==> config.mk <==
export PLATFORM = sky130hd
export DESIGN_NAME = vga_dither_out
export DESIGN_NICKNAME = d
export VERILOG_FILES = /design/src/rtl/vga_dither_out.sv
export SDC_FILE = /design/constraint.sdc
export NUM_CORES = 1
export LEC_CHECK = 0
export CORE_UTILIZATION = 45
export DETAILED_ROUTE_END_ITERATION = 8
export DONT_BUFFER_PORTS = 1
export PLACE_DENSITY = 0.58
export SLEW_MARGIN = 40
export SYNTH_ARGS = -nofsm -noshare
export SYNTH_HDL_FRONTEND = slang
export SYNTH_SLANG_ARGS = --single-unit
==> constraint.sdc <==
create_clock -name clk -period 2.54 [get_ports clk]
set_input_delay 0.508 -clock clk [delete_from_list [all_inputs] [get_ports clk]]
set_output_delay 0.508 -clock clk [all_outputs]
set_load 0.1 [all_outputs]
==> src/rtl/vga_dither_out.sv <==
// TinyVGA PMOD output stage: 4x4 Bayer dither from 4 to 2 bits per channel, blanking,
// sync delay-matching and a synchronous frame counter derived from vsync.

// One colour channel of stage 2: round q up when the dropped bits beat the threshold.
module vga_dither_lane (
  input  logic [3:0] c,
  input  logic [3:0] t,
  input  logic       den,
  input  logic       de,
  output logic [1:0] q_out
);
  logic [1:0] q;
  logic [3:0] s;

  assign q = c[3:2];
  assign s = {c[1:0], 2'b00};

  always_comb begin
    q_out = 2'd0;
    if (de) begin
      q_out = q;
      // saturate at 3 rather than wrapping to black
      if (den && (s > t) && (q != 2'd3)) q_out = q + 2'd1;
    end
  end
endmodule

module vga_dither_out #(
  parameter bit VS_ACTIVE_LOW = 1'b1
) (
  input  logic       clk,
  input  logic       rst_n,
  input  logic [3:0] r_in,
  input  logic [3:0] g_in,
  input  logic [3:0] b_in,
  input  logic       hsync_in,
  input  logic       vsync_in,
  input  logic       de_in,
  input  logic [1:0] pix_x,
  input  logic [1:0] pix_y,
  input  logic       dither_en,
  input  logic       temporal_en,
  output logic [7:0] uo_out,
  output logic [7:0] frame_cnt,
  output logic       frame_tick
);
  localparam int  NUM_LANES = 3;
  localparam logic VS_IDLE  = VS_ACTIVE_LOW;

  logic [NUM_LANES-1:0][3:0] col_s1;
  logic [NUM_LANES-1:0][1:0] q_s2;
  logic [3:0] thr, thr_s1;
  logic [1:0] x_idx;
  logic       hs_s1, vs_s1, de_s1, den_s1;
  logic       vs_prev, vs_edge;

  // Temporal mode shifts the pattern column by the frame count; old count on edge cycles.
  assign x_idx = pix_x ^ (temporal_en ? frame_cnt[1:0] : 2'b00);

  always_comb begin
    thr = 4'd0;
    case ({pix_y, x_idx})
      4'h0: thr = 4'd0;   4'h1: thr = 4'd8;   4'h2: thr = 4'd2;   4'h3: thr = 4'd10;
      4'h4: thr = 4'd12;  4'h5: thr = 4'd4;   4'h6: thr = 4'd14;  4'h7: thr = 4'd6;
      4'h8: thr = 4'd3;   4'h9: thr = 4'd11;  4'hA: thr = 4'd1;   4'hB: thr = 4'd9;
      4'hC: thr = 4'd15;  4'hD: thr = 4'd7;   4'hE: thr = 4'd13;  4'hF: thr = 4'd5;
      default: thr = 4'd0;
    endcase
  end

  always_ff @(posedge clk) begin
    if (!rst_n) begin
      col_s1 <= '0;
      thr_s1 <= '0;
      hs_s1  <= 1'b0;
      vs_s1  <= 1'b0;
      de_s1  <= 1'b0;
      den_s1 <= 1'b0;
    end else begin
      col_s1 <= {b_in, g_in, r_in};
      thr_s1 <= thr;
      hs_s1  <= hsync_in;
      vs_s1  <= vsync_in;
      de_s1  <= de_in;
      den_s1 <= dither_en;
    end
  end

  genvar l;
  generate
    for (l = 0; l < NUM_LANES; l++) begin : g_lane
      vga_dither_lane u_lane (
        .c     (col_s1[l]),
        .t     (thr_s1),
        .den   (den_s1),
        .de    (de_s1),
        .q_out (q_s2[l])
      );
    end
  endgenerate

  always_ff @(posedge clk) begin
    if (!rst_n) uo_out <= 8'h00;
    else        uo_out <= {hs_s1, q_s2[2][0], q_s2[1][0], q_s2[0][0],
                           vs_s1, q_s2[2][1], q_s2[1][1], q_s2[0][1]};
  end

  // History resets idle so a vsync held active out of reset still yields one tick.
  assign vs_edge = (vsync_in != VS_IDLE) && (vs_prev == VS_IDLE);

  always_ff @(posedge clk) begin
    if (!rst_n) begin
      vs_prev    <= VS_IDLE;
      frame_tick <= 1'b0;
      frame_cnt  <= 8'd0;
    end else begin
      vs_prev    <= vsync_in;
      frame_tick <= vs_edge;
      if (vs_edge) frame_cnt <= frame_cnt + 8'd1;
    end
  end
endmodule
# After elaboration in Yosys (flattened, before gate mapping)
# Memories as Yosys holds them, arrays and structs flattened. A register that Yosys moved wholly into a read port is not among the register bits.
# Cells that the tools add are included.
dict set report classes {
  order_cmp 3
  reduce_logical 9
  n_eq_ne 3
  n_mux 4
  bitwise_logic 2
  n_addsub 4
}
# op n
set ops {}
lappend ops {{4-bit > comparator} 3}
lappend ops {{8-bit by 1-bit adder with 8-bit output, second input constant} 1}
lappend ops {{2-bit 2-to-1 mux} 4}
lappend ops {{1-bit logical AND} 7}
lappend ops {{2-bit by 1-bit adder with 2-bit output, second input constant} 3}
lappend ops {{2-bit inequality test, second input constant} 3}
lappend ops {{2-bit AND reduction} 1}
lappend ops {{2-bit bitwise XOR} 1}
lappend ops {{1-bit logical NOT} 1}
lappend ops {{1-bit NOT} 1}
dict set report word_totals {
  register_bits 34
  n_memories 1
  mem_bits_ro 64
  elab_cells 38
}
# memory depth word_bits read_ports rd_ports_with_merged_regs wr line_no
set mem_list {}
lappend mem_list {{(name not given)} 16 4 1 1 0 62} ;# case ({pix_y, x_idx})

# Longest topological paths before layout
# Gate-level depths: netlist of the first run.
dict set report depth {
  depth_word 4
  ltp_mapped 5
}

# By module
# From an unflattened synthesis of the first run, not the netlist that was laid out.
dict set report hier_totals {
  hier_cells 150
  hier_area_um2 1562.7
}
# module seq_area_each_um2 n_inst area_each_um2 cells_each
set by_module_without_submodules {}
lappend by_module_without_submodules {vga_dither_out 760.7 1 1191.1 108}
lappend by_module_without_submodules {vga_dither_lane 0.0 3 123.9 14}

# Worst setup path before layout of the first run
# OpenSTA, ideal clock, no wires.
dict set report synth_timing {
  path_kind {flip-flop to flip-flop}
  start {register frame_cnt[0]}
  end {register frame_cnt[7]}
  period_less_slack_ps 1932
  path_slack_ps 608
  t_required_ps 2425
  path_stages_with_launch 4
  t_arrival_ps 1817
  path_buffers 0
  cell_sequence {dfxtp_1 -> nand4b_1 -> o31a_1 -> o21a_1}
}
dict set report synth_via {
  elab_chain_cells 1
}
# element line_no
set synth_rtl {}
lappend synth_rtl {{start: declaration} 44} ;# output logic [7:0] frame_cnt,
lappend synth_rtl {{start signal: assignment} 119} ;# if (vs_edge) frame_cnt <= frame_cnt + 8'd1;
lappend synth_rtl {{8-bit by 1-bit adder with 8-bit output} 119}
# Every way passes these cells.
# A chain may end at the register's enable or synchronous reset.

# Final worst setup path of the first run
dict set report layout_timing {
  start {register thr_s1[3]}
  end {register uo_out[6]}
}
dict set report layout_via {
  elab_chain_cells 4
}
# element line_no
set layout_rtl {}
lappend layout_rtl {{start: declaration} 52} ;# logic [3:0] thr, thr_s1;
lappend layout_rtl {{4-bit > comparator} 23} ;# if (den && (s > t) && (q != 2'd3)) q_out = q + 2'd1;
lappend layout_rtl {{1-bit logical AND (2 in a row)} 23}
lappend layout_rtl {{2-bit 2-to-1 mux} 23}
lappend layout_rtl {{end signal: assignment} 104} ;# else uo_out <= {hs_s1, q_s2[2][0], q_s2[1][0], q_s2[0][0],
lappend layout_rtl {{end: declaration} 43} ;# output logic [7:0] uo_out,
# Every way passes these cells.

==> results.md, run 1 <==
Status:
- The flow ran to the end, and the final reports show no timing, DRC or antenna violations.

Clock network:
- CTS saw 38 sinks.
- TritonCTS created 5 clock buffers.
- The buffer type at the clock tree root is sky130_fd_sc_hd__clkbuf_4.
- Once the clock tree was built, the resizer swapped 0 gates to a different size.
- The number of setup buffers added after CTS is 0.
- The later pin in the worst-skew pair is clocked with a latency of between 0.3 and 0.4 ns.
- The clock tree from TritonCTS is yes.
- The clock transition at the registers of the reported paths is around 0.10 ns.
- The longest clock path from root to sink contains 2 buffers.
- The number of hold buffers added after CTS was 0.
- The H-tree was split into 2 levels.

Timing:
- The fraction of the cycle the final worst path needs is 0.649.
- The shortest period the worst path allows is roughly 1.6 ns.
- The final hold violation count is 0.
- The worst pin sits at a relative slew slack of 0.575.
- Setup repair after global routing left no endpoint under its margin.
- For the final routed database, the setup TNS stands at 0 ns.
- The number of setup violations in the final report is 0.
- The worst path meets setup with approximately 0.89 ns of slack.
- Timing would allow up to around 610 MHz.
- Between clock sinks in the finished design, the worst skew comes to 0.0101 ns.
- The slew at the pin with the worst max-slew slack is roughly 0.63 ns.
- The number of pins exceeding their max-slew limit in the final report is 0.

Worst setup path:
- The kind of launch point of the worst setup path is a register.
- The arrival time at the worst endpoint is ~1.9 ns.
- The worst setup path is of the register to register kind.
- Traced cell by cell, the critical path runs through inv_1, ha_1, nor4bb_1, or4_1, a21boi_1.
- Among all stages on the critical path, the largest delay is contributed by sky130_fd_sc_hd__nor4bb_1.
- The maximum cell stage delay along the critical path is 0.58 ns.
- The largest fanout of any net on the critical path is 4.
- The worst path required time is 2.76 ns.
- The worst setup path is captured at a register.

Floorplan:
- The die width is ~60 um.
- In this run the vertical extent of the chip is approximately 60 um.
- The initial utilization of the core area, before any placement, comes to 0.482.
- Pin placement for this block handled 40 I/O pins.
- The full die area is 3560 sq um.
- The area of the placeable core is 3100 sq um.
- Row generation in the floorplan step produced 20 rows.

Routing:
- After detailed routing, the average wire length per cell comes to 12.9 um.
- The number of iterations in the first detailed-routing pass is 4.
- Wires add up to 2.67 mm.
- Dividing the detail-routed via count by the number of cells gives roughly 5.3.
- The post-route DRC violation count is 0.
- For this block, the initial DRC count from the detailed router was 52.
- The number of nets with antenna violations after detailed routing is 0.
- Detailed routing inserted a total of around 1100 vias.

Yosys:
- Of the synthesized area, sequential elements account for 0.509.
- When the netlist entered floorplanning its net count stood at 176.
- The post-synthesis cell count is 143.
- The mean post-synth cell area is 10.5 sq um.
- The synthesized area is about 1500 sq um.
- The number of distinct library cells after synthesis is 28.
- The number of warnings printed during yosys synthesis is 0.
- Counting flops and latches in the post-synthesis netlist gives 38.

Final layout:
- Of the cells placed in the final design, the portion with a size suffix greater than 1 is 0.142.
- For this run, the post-layout net count is 196.
- At the end of the flow the core is filled with cells to 0.552.
- The synthesis-to-layout area growth is 14.6%.
- The number of antenna diodes in the final layout is 0.
- The filler cells instantiated in the layout total between 300 and 400.

Power and ir drop:
- Across the VDD grid, the largest voltage drop is approximately 0.35 mV.
- For this design the ratio of total power to cell area is approximately 630 nW/um^2.
- The leakage power figure is ~0.70 nW.

Global route:
- The number of global-route vias before repair is between 1000 and 1500.
- Entering global routing, the biggest net connects 32 pins.
- The number of antenna violations at the first check in global routing is 0.
- The total congestion overflow is 0.
- The total track usage is 0.173.
- The first global-routing pass estimated between 4 and 5 mm of wire.

Place:
- The post-DP HPWL is between 1.5 and 2 mm.
- The worst-case setup slack after placement is about 0.9 ns.
- During placement, the flow inserted port buffers numbering 0.
- The weighted congestion at the end of routability-driven global placement is approximately 0.77.

Min path:
- The worst hold path belongs to the class input port to register.

Run:
- The total of max-cap violations is 0.
-- final cells by class --
class | instances | area [sq um] | area share
clock buffer | 6 | 51.3 | 0.0299
inverter | 4 | 15.0 | 0.00876
multi-input combinational | 97 | 704 | 0.411
sequential | 38 | 761 | 0.444
tap | 44 | 55.1 | 0.0321
timing repair buffer | 17 | 128 | 0.0745
-- routing by layer --
| metal | track usage | part of all wire | vias to the layer above |
|---|---|---|---|
| li1 | - | - | 543 |
| met1 | 0.175 | 0.42 | 521 |
| met2 | 0.297 | 0.49 | 30 |
| met3 | 0.0852 | 0.080 | 5 |
| met4 | 0.0797 | 0.017 | 0 |
| met5 | 0 | 0 | - |
-- critical path: cells and delay by family, from the launching register on --
family / cells / cell delay, ns
simple gates: 2 / 0.79
flops: 1 / 0.32
fa+ha+maj: 1 / 0.29
buf+inv: 1 / 0.07
compound gates: 1 / 0.06
-- metrics by stage --
stage,total power [mW],cells,hold slack (ns),cell area (sq um)
final,1.08,206,0.240,1710
after detailed placement,0.798,200,0.422,1660
after global placement,0.793,200,0.420,1660
after global routing,1.15,206,0.218,1710
after floorplan,0.772,143,0.412,1500
after CTS,1.10,206,0.224,1710
-- cell usage in the layout (no fill, tap or decap), types with 2 or more instances in the layout --
cell type,instances
sky130_fd_sc_hd__or4_1,3
sky130_fd_sc_hd__and2_1,22
sky130_fd_sc_hd__nor2_1,5
sky130_fd_sc_hd__nand2b_1,7
sky130_fd_sc_hd__clkbuf_4,5
sky130_fd_sc_hd__xnor2_1,6
sky130_fd_sc_hd__buf_4,17
sky130_fd_sc_hd__nor4bb_1,3
sky130_fd_sc_hd__a21boi_1,3
sky130_fd_sc_hd__o311ai_1,4
sky130_fd_sc_hd__mux2i_1,3
sky130_fd_sc_hd__inv_1,4
sky130_fd_sc_hd__a21oi_1,4
sky130_fd_sc_hd__nand4_1,2
sky130_fd_sc_hd__o41ai_1,4
sky130_fd_sc_hd__ha_1,10
sky130_fd_sc_hd__o31ai_1,3
sky130_fd_sc_hd__nand2_1,8
sky130_fd_sc_hd__dfxtp_1,38
-- cell usage after synthesis (all sizes together) --
master | number | area share
o21ai | 1 | 0.0033
nand3 | 1 | 0.0033
o31ai | 3 | 0.015
a21boi | 3 | 0.015
nor3 | 1 | 0.0033
or3 | 1 | 0.0042
xnor2 | 6 | 0.035
nor4bb | 3 | 0.020
clkbuf | 4 | 0.010
o41ai | 4 | 0.023
ha | 10 | 0.084
o311ai | 4 | 0.023
a21oi | 4 | 0.013
nand2b | 7 | 0.029
nand3b | 1 | 0.0050
dfxtp | 38 | 0.51
nand4 | 2 | 0.0084
nor2b | 1 | 0.0042
and2 | 22 | 0.092
inv | 4 | 0.010
o21a | 1 | 0.0050
nand4b | 1 | 0.0059
or4 | 3 | 0.015
nor4 | 1 | 0.0042
o31a | 1 | 0.0059
mux2i | 3 | 0.020
nand2 | 8 | 0.020
nor2 | 5 | 0.013
-- where the power goes --
| part | internal (mW) | leakage, nW | switching, mW |
|---|---|---|---|
| Sequential | 0.622 | 0.313 | 0.0130 |
| Clock | 0.125 | 0.0302 | 0.175 |
| Combinational | 0.0492 | 0.357 | 0.0989 |
-- cells by family after synthesis --
group                    after synthesis  share of synthesized area
multiplexers                           3                     0.0201
flip-flops                            38                      0.509
AO/OA/AOI/OAI                         21                      0.105
buffers and inverters                  8                     0.0201
XOR/XNOR                               6                     0.0351
AND/OR/NAND/NOR                       57                      0.228
adder cells (fa/ha/maj)               10                     0.0837
-- state kept, by name, summed over array words and instances, names as in the netlist --
| name | cells |
|---|---|
| col_s1 | 12 |
| thr_s1 | 4 |
| vs_prev | 1 |
| uo_out | 8 |
| vs_s1 | 1 |
| hs_s1 | 1 |
| de_s1 | 1 |
| frame_tick | 1 |
| frame_cnt | 8 |
| den_s1 | 1 |
-- path summary, 6_finish.rpt --
| check | start | depth (start not counted) | end | slack, ns |
|---|---|---|---|---|
| hold / removal | rst_n | 1 | vs_prev$_SDFF_PN1_ | 0.24 |
| setup / recovery | thr_s1[3]$_SDFF_PN0_ | 5 | uo_out[6]$_SDFF_PN0_ | 0.89 |
| setup reg to reg | thr_s1[3]$_SDFF_PN0_ | 5 | uo_out[6]$_SDFF_PN0_ | 0.89 |
| hold reg to reg | hs_s1$_SDFF_PN0_ | 1 | uo_out[7]$_SDFF_PN0_ | 0.44 |
Power figures use the tool's default switching activity.
==> inputs of run 2 (changes only) <==
--- a/config.mk
+++ b/config.mk
@@ -8,7 +8,7 @@
 export CORE_UTILIZATION = 45
 export DETAILED_ROUTE_END_ITERATION = 8
 export DONT_BUFFER_PORTS = 1
-export PLACE_DENSITY = 0.58
+export PLACE_DENSITY = 0.6
 export SLEW_MARGIN = 40
 export SYNTH_ARGS = -nofsm -noshare
 export SYNTH_HDL_FRONTEND = slang
==> constraint.sdc (replaced) <==
create_clock -name clk -period 1.4 [get_ports clk]
set_input_delay 0.28 -clock clk [delete_from_list [all_inputs] [get_ports clk]]
set_output_delay 0.28 -clock clk [all_outputs]
set_load 0.1 [all_outputs]
==> run 2 against run 1 <==
Against the previous run:
- the flow now finishes with violations (setup timing)
- routed wire length rose by 6.4%
- first-iteration DRC count is 29% lower
- critical endpoint is now uo_out[5]$_SDFF_PN0_
- sequential cell count did not move
==> results.md, run 2 (synthesized netlist as in run 1, its figures left out) <==
Status:
- The flow ran to the end, but the final reports show violations.
- The checks that failed: setup timing.

Final layout:
- The library cell used most frequently in the layout, excluding fill and tap cells, is sky130_fd_sc_hd__dfxtp_1.
- The top cell types in the final layout, fill and taps aside, are 29 x sky130_fd_sc_hd__dfxtp_1, 28 x sky130_fd_sc_hd__buf_4, 22 x sky130_fd_sc_hd__and2_1, 8 x sky130_fd_sc_hd__nand2_1, 7 x sky130_fd_sc_hd__nand2b_1.
- The utilization of the core after routing is 0.635 (+0.0823).
- The count of antenna diodes in the layout came to 0 (unchanged).
- From synthesis to final layout, the design area changed by 31.7%.
- The largest registers in the layout are col_s1: 12 flops, frame_cnt: 8 flops, uo_out: 8 flops.
- The share of final-layout standard cells stronger than drive strength 1 is 0.341 (+0.199).
- The layout net count is 208 (+6.1%).
- The number of flip-flops under the largest register name came to 12 (unchanged).
- The count of placed standard cells in the final layout, fillers left out is 220 (+6.8%).
- The register with the highest flop count is col_s1.

Worst setup path:
- The largest fanout of any net on the critical path was 3 (-1).
- The startpoint-to-endpoint class of the critical path is register to register.
- The cell depth of the worst flop-to-flop path is 5 (unchanged).
- The worst path required time is 1.68 ns (-1.08 ns).
- The arrival time at the worst endpoint is 1.81 ns (-0.06 ns).
- The worst register-to-register path begins at thr_s1[2]$_SDFF_PN0_.
- The register-to-register setup slack is -0.13 ns (-1.02 ns).
- STA classifies the critical path endpoint as a register.
- The worst flop-to-flop path endpoint is uo_out[5]$_SDFF_PN0_.
- The kind of launch point of the worst setup path is a register.

Floorplan:
- The height of the die is 59.6 um (unchanged).
- The total I/O pin count came to 40 (unchanged).
- The full die area is 3560 sq um (unchanged).
- The number of cell rows is 20 (unchanged).
- The area of the placeable core came to 3100 sq um (unchanged).
- The effective utilization at floorplan is 0.482 (unchanged).
- The die width was 59.6 um (unchanged).

Routing:
- The sum of met2 wire segment lengths after detailed routing is 1.42 mm (+9.6%).
- The vias after detailed routing was 1136 (+3.4%).
- The number of violations reported at the end of detailed-routing iteration 0 is 37 (-29%).
- The number of iterations in the first detailed-routing pass is 4 (unchanged).
- The total detailed-routing wirelength is 2.84 mm (+6.4%).
- The mean routed wirelength per cell is 12.9 um (-0.39%).
- The number of nets with antenna violations after detailed routing is 0 (unchanged).
- The post-route DRC violation count is 0 (unchanged).
- Routed signal wires occupy layers up through met4.
- The wire length on met1 was 1.20 mm (+7.6%).
- The routed wire length on met3 is 161 um (-24%).
- The detail-routed via count per cell was 5.16 (-3.2%).

Global route:
- The first-pass GRT wire length is 4.87 mm (+9.3%).
- The total track usage is 0.187 (+0.0140).
- The number of antenna violations at the first check in global routing came to 0 (unchanged).
- The total congestion overflow was 0 (unchanged).
- The number of global-route vias before repair came to 1139 (+4.7%).
- The largest net degree at the start of global routing was 32 (unchanged).

Power and ir drop:
- The leakage power figure is 0.793 nW (+13%).
- The total design power is 2.12 mW (+96%).
- The cell area power density came to 1080 nW/um^2 (+71%).
- The worst voltage drop across the vdd grid is 0.531 mV (+51%).

Min path:
- The path with the worst hold slack has its endpoint at vs_prev$_SDFF_PN1_.
- In this run the worst hold path is classified as input port to register.
- The worst hold path begins at vsync_in.
- The instance count along the most critical hold path is 1 (unchanged).

Clock network:
- The maximum number of buffers from clock root to sink came to 2 (unchanged).
- The number of clock buffers inserted by TritonCTS is 5 (unchanged).
- TritonCTS built the clock tree.
- The sink count of the clock tree came to 38 (unchanged).
- The tree is rooted in a sky130_fd_sc_hd__clkbuf_4.
- The clock latency at the later pin of the worst-skew pair came to 0.34 ns (about the same).
- The clock transition at the registers of the reported paths is 0.11 ns (about the same).
- The maximum level of the CTS H-tree is 2 (unchanged).

Timing:
- The worst relative slew slack was 0.750 (+0.175).
- The fraction of the cycle the final worst path needs was 1.09 (+0.444).
- The slew at the pin with the worst max-slew slack is 0.374 ns (-0.255 ns).
- Setup repair after global routing could not meet its margin everywhere.
- The final hold violation count is 0 (unchanged).
- The number of pins exceeding their max-slew limit in the final report was 0 (unchanged).
- The shortest period the worst path allows is 1.53 ns (-0.119 ns).
- The smallest setup slack after layout came to -0.131 ns (-1.02 ns).
- The fmax is 653 MHz (+7.8%).
- The worst-case clock skew came to 0.00457 ns (-0.00554 ns).
- The number of setup violations in the final report came to 6 (+6).

Place:
- The weighted congestion at the end of routability-driven global placement is 0.848 (+10%).
- The post-DP HPWL is 2.08 mm (+5.2%).
- The quantity of I/O buffers inserted on ports is 0 (unchanged).
- The number of instances in the placed design is 210 (+5.0%).

Run:
- The total of max-cap violations is 0 (unchanged).
-- run 2: changes by cell type in the layout (fill, tap and decap cells not counted), moves of 2 or more --
cell and delta:
sky130_fd_sc_hd__ha_4 +4, sky130_fd_sc_hd__dfxtp_4 +3, sky130_fd_sc_hd__buf_4 +11, sky130_fd_sc_hd__inv_1 -2, sky130_fd_sc_hd__nor4bb_4 +3, sky130_fd_sc_hd__dfxtp_2 +6
sky130_fd_sc_hd__nor4bb_1 -3, sky130_fd_sc_hd__dfxtp_1 -9, sky130_fd_sc_hd__ha_1 -4, sky130_fd_sc_hd__inv_4 +2
-- run 2: power by group --
part | internal (mW) | total [mW] | switching, mW
Clock | 0.241 | 0.578 | 0.337
Sequential | 1.13 | 1.17 | 0.0377
Combinational | 0.173 | 0.381 | 0.208
-- run 2: per-layer routing --
layer  global-route usage  vias to the layer above
met5                    0                        -
met3               0.0721                        7
met4               0.0698                        0
li1                     -                      567
met2                0.308                       34
met1                0.219                      528
-- run 2: layout make-up --
type,instances,area [sq um]
clock inverter,2,12.5
inverter,4,20.0
clock buffer,6,51.3
fill,271,1130
tap,44,55.1
timing repair buffer,29,220
sequential,38,779
multi-input combinational,97,831
-- run 2: worst max path at each step --
stage	depth (start not counted)	start	slack (ns)	endpoint
2_1_floorplan	5	thr_s1[3]$_SDFF_PN0_	-0.02	uo_out[6]$_SDFF_PN0_
3_3_place_gp	5	thr_s1[3]$_SDFF_PN0_	-0.06	uo_out[5]$_SDFF_PN0_
3_5_place_dp	5	thr_s1[2]$_SDFF_PN0_	-0.18	uo_out[4]$_SDFF_PN0_
4_1_cts	5	thr_s1[3]$_SDFF_PN0_	-0.14	uo_out[6]$_SDFF_PN0_
5_1_grt	5	thr_s1[3]$_SDFF_PN0_	-0.17	uo_out[4]$_SDFF_PN0_
6_report	5	thr_s1[2]$_SDFF_PN0_	-0.13	uo_out[5]$_SDFF_PN0_
-- run 2: timing repair --
| action | CTS | global route |
|---|---|---|
| resized for setup | 8 | 11 |
| pin swaps | 4 | 6 |
| hold endpoints to repair | 1 | 0 |
| endpoints found under the setup margin | 6 | 6 |
| setup buffers | 0 | 1 |
| hold buffers | 1 | 0 |
-- run 2: worst max-delay path, cell delays in order, from the launching register on --
cell	delay, ns
sky130_fd_sc_hd__dfxtp_2	0.36
sky130_fd_sc_hd__inv_4	0.05
sky130_fd_sc_hd__ha_1	0.26
sky130_fd_sc_hd__nor4bb_4	0.17
sky130_fd_sc_hd__or4_1	0.49
sky130_fd_sc_hd__a21boi_1	0.15
-- run 2: stage by stage --
| stage | area (sq um) | TNS [ns] | hold WS [ns] | worst slack, ns |
|---|---|---|---|---|
| after floorplan | 1530 | -0.0565 | 0.381 | -0.0243 |
| after global placement | 1770 | -0.230 | 0.355 | -0.0631 |
| after detailed placement | 1770 | -0.655 | 0.360 | -0.177 |
| after CTS | 1890 | -0.450 | 0.0256 | -0.137 |
| after global routing | 1970 | -0.825 | 0.0288 | -0.168 |
| final | 1970 | -0.417 | 0.0348 | -0.131 |
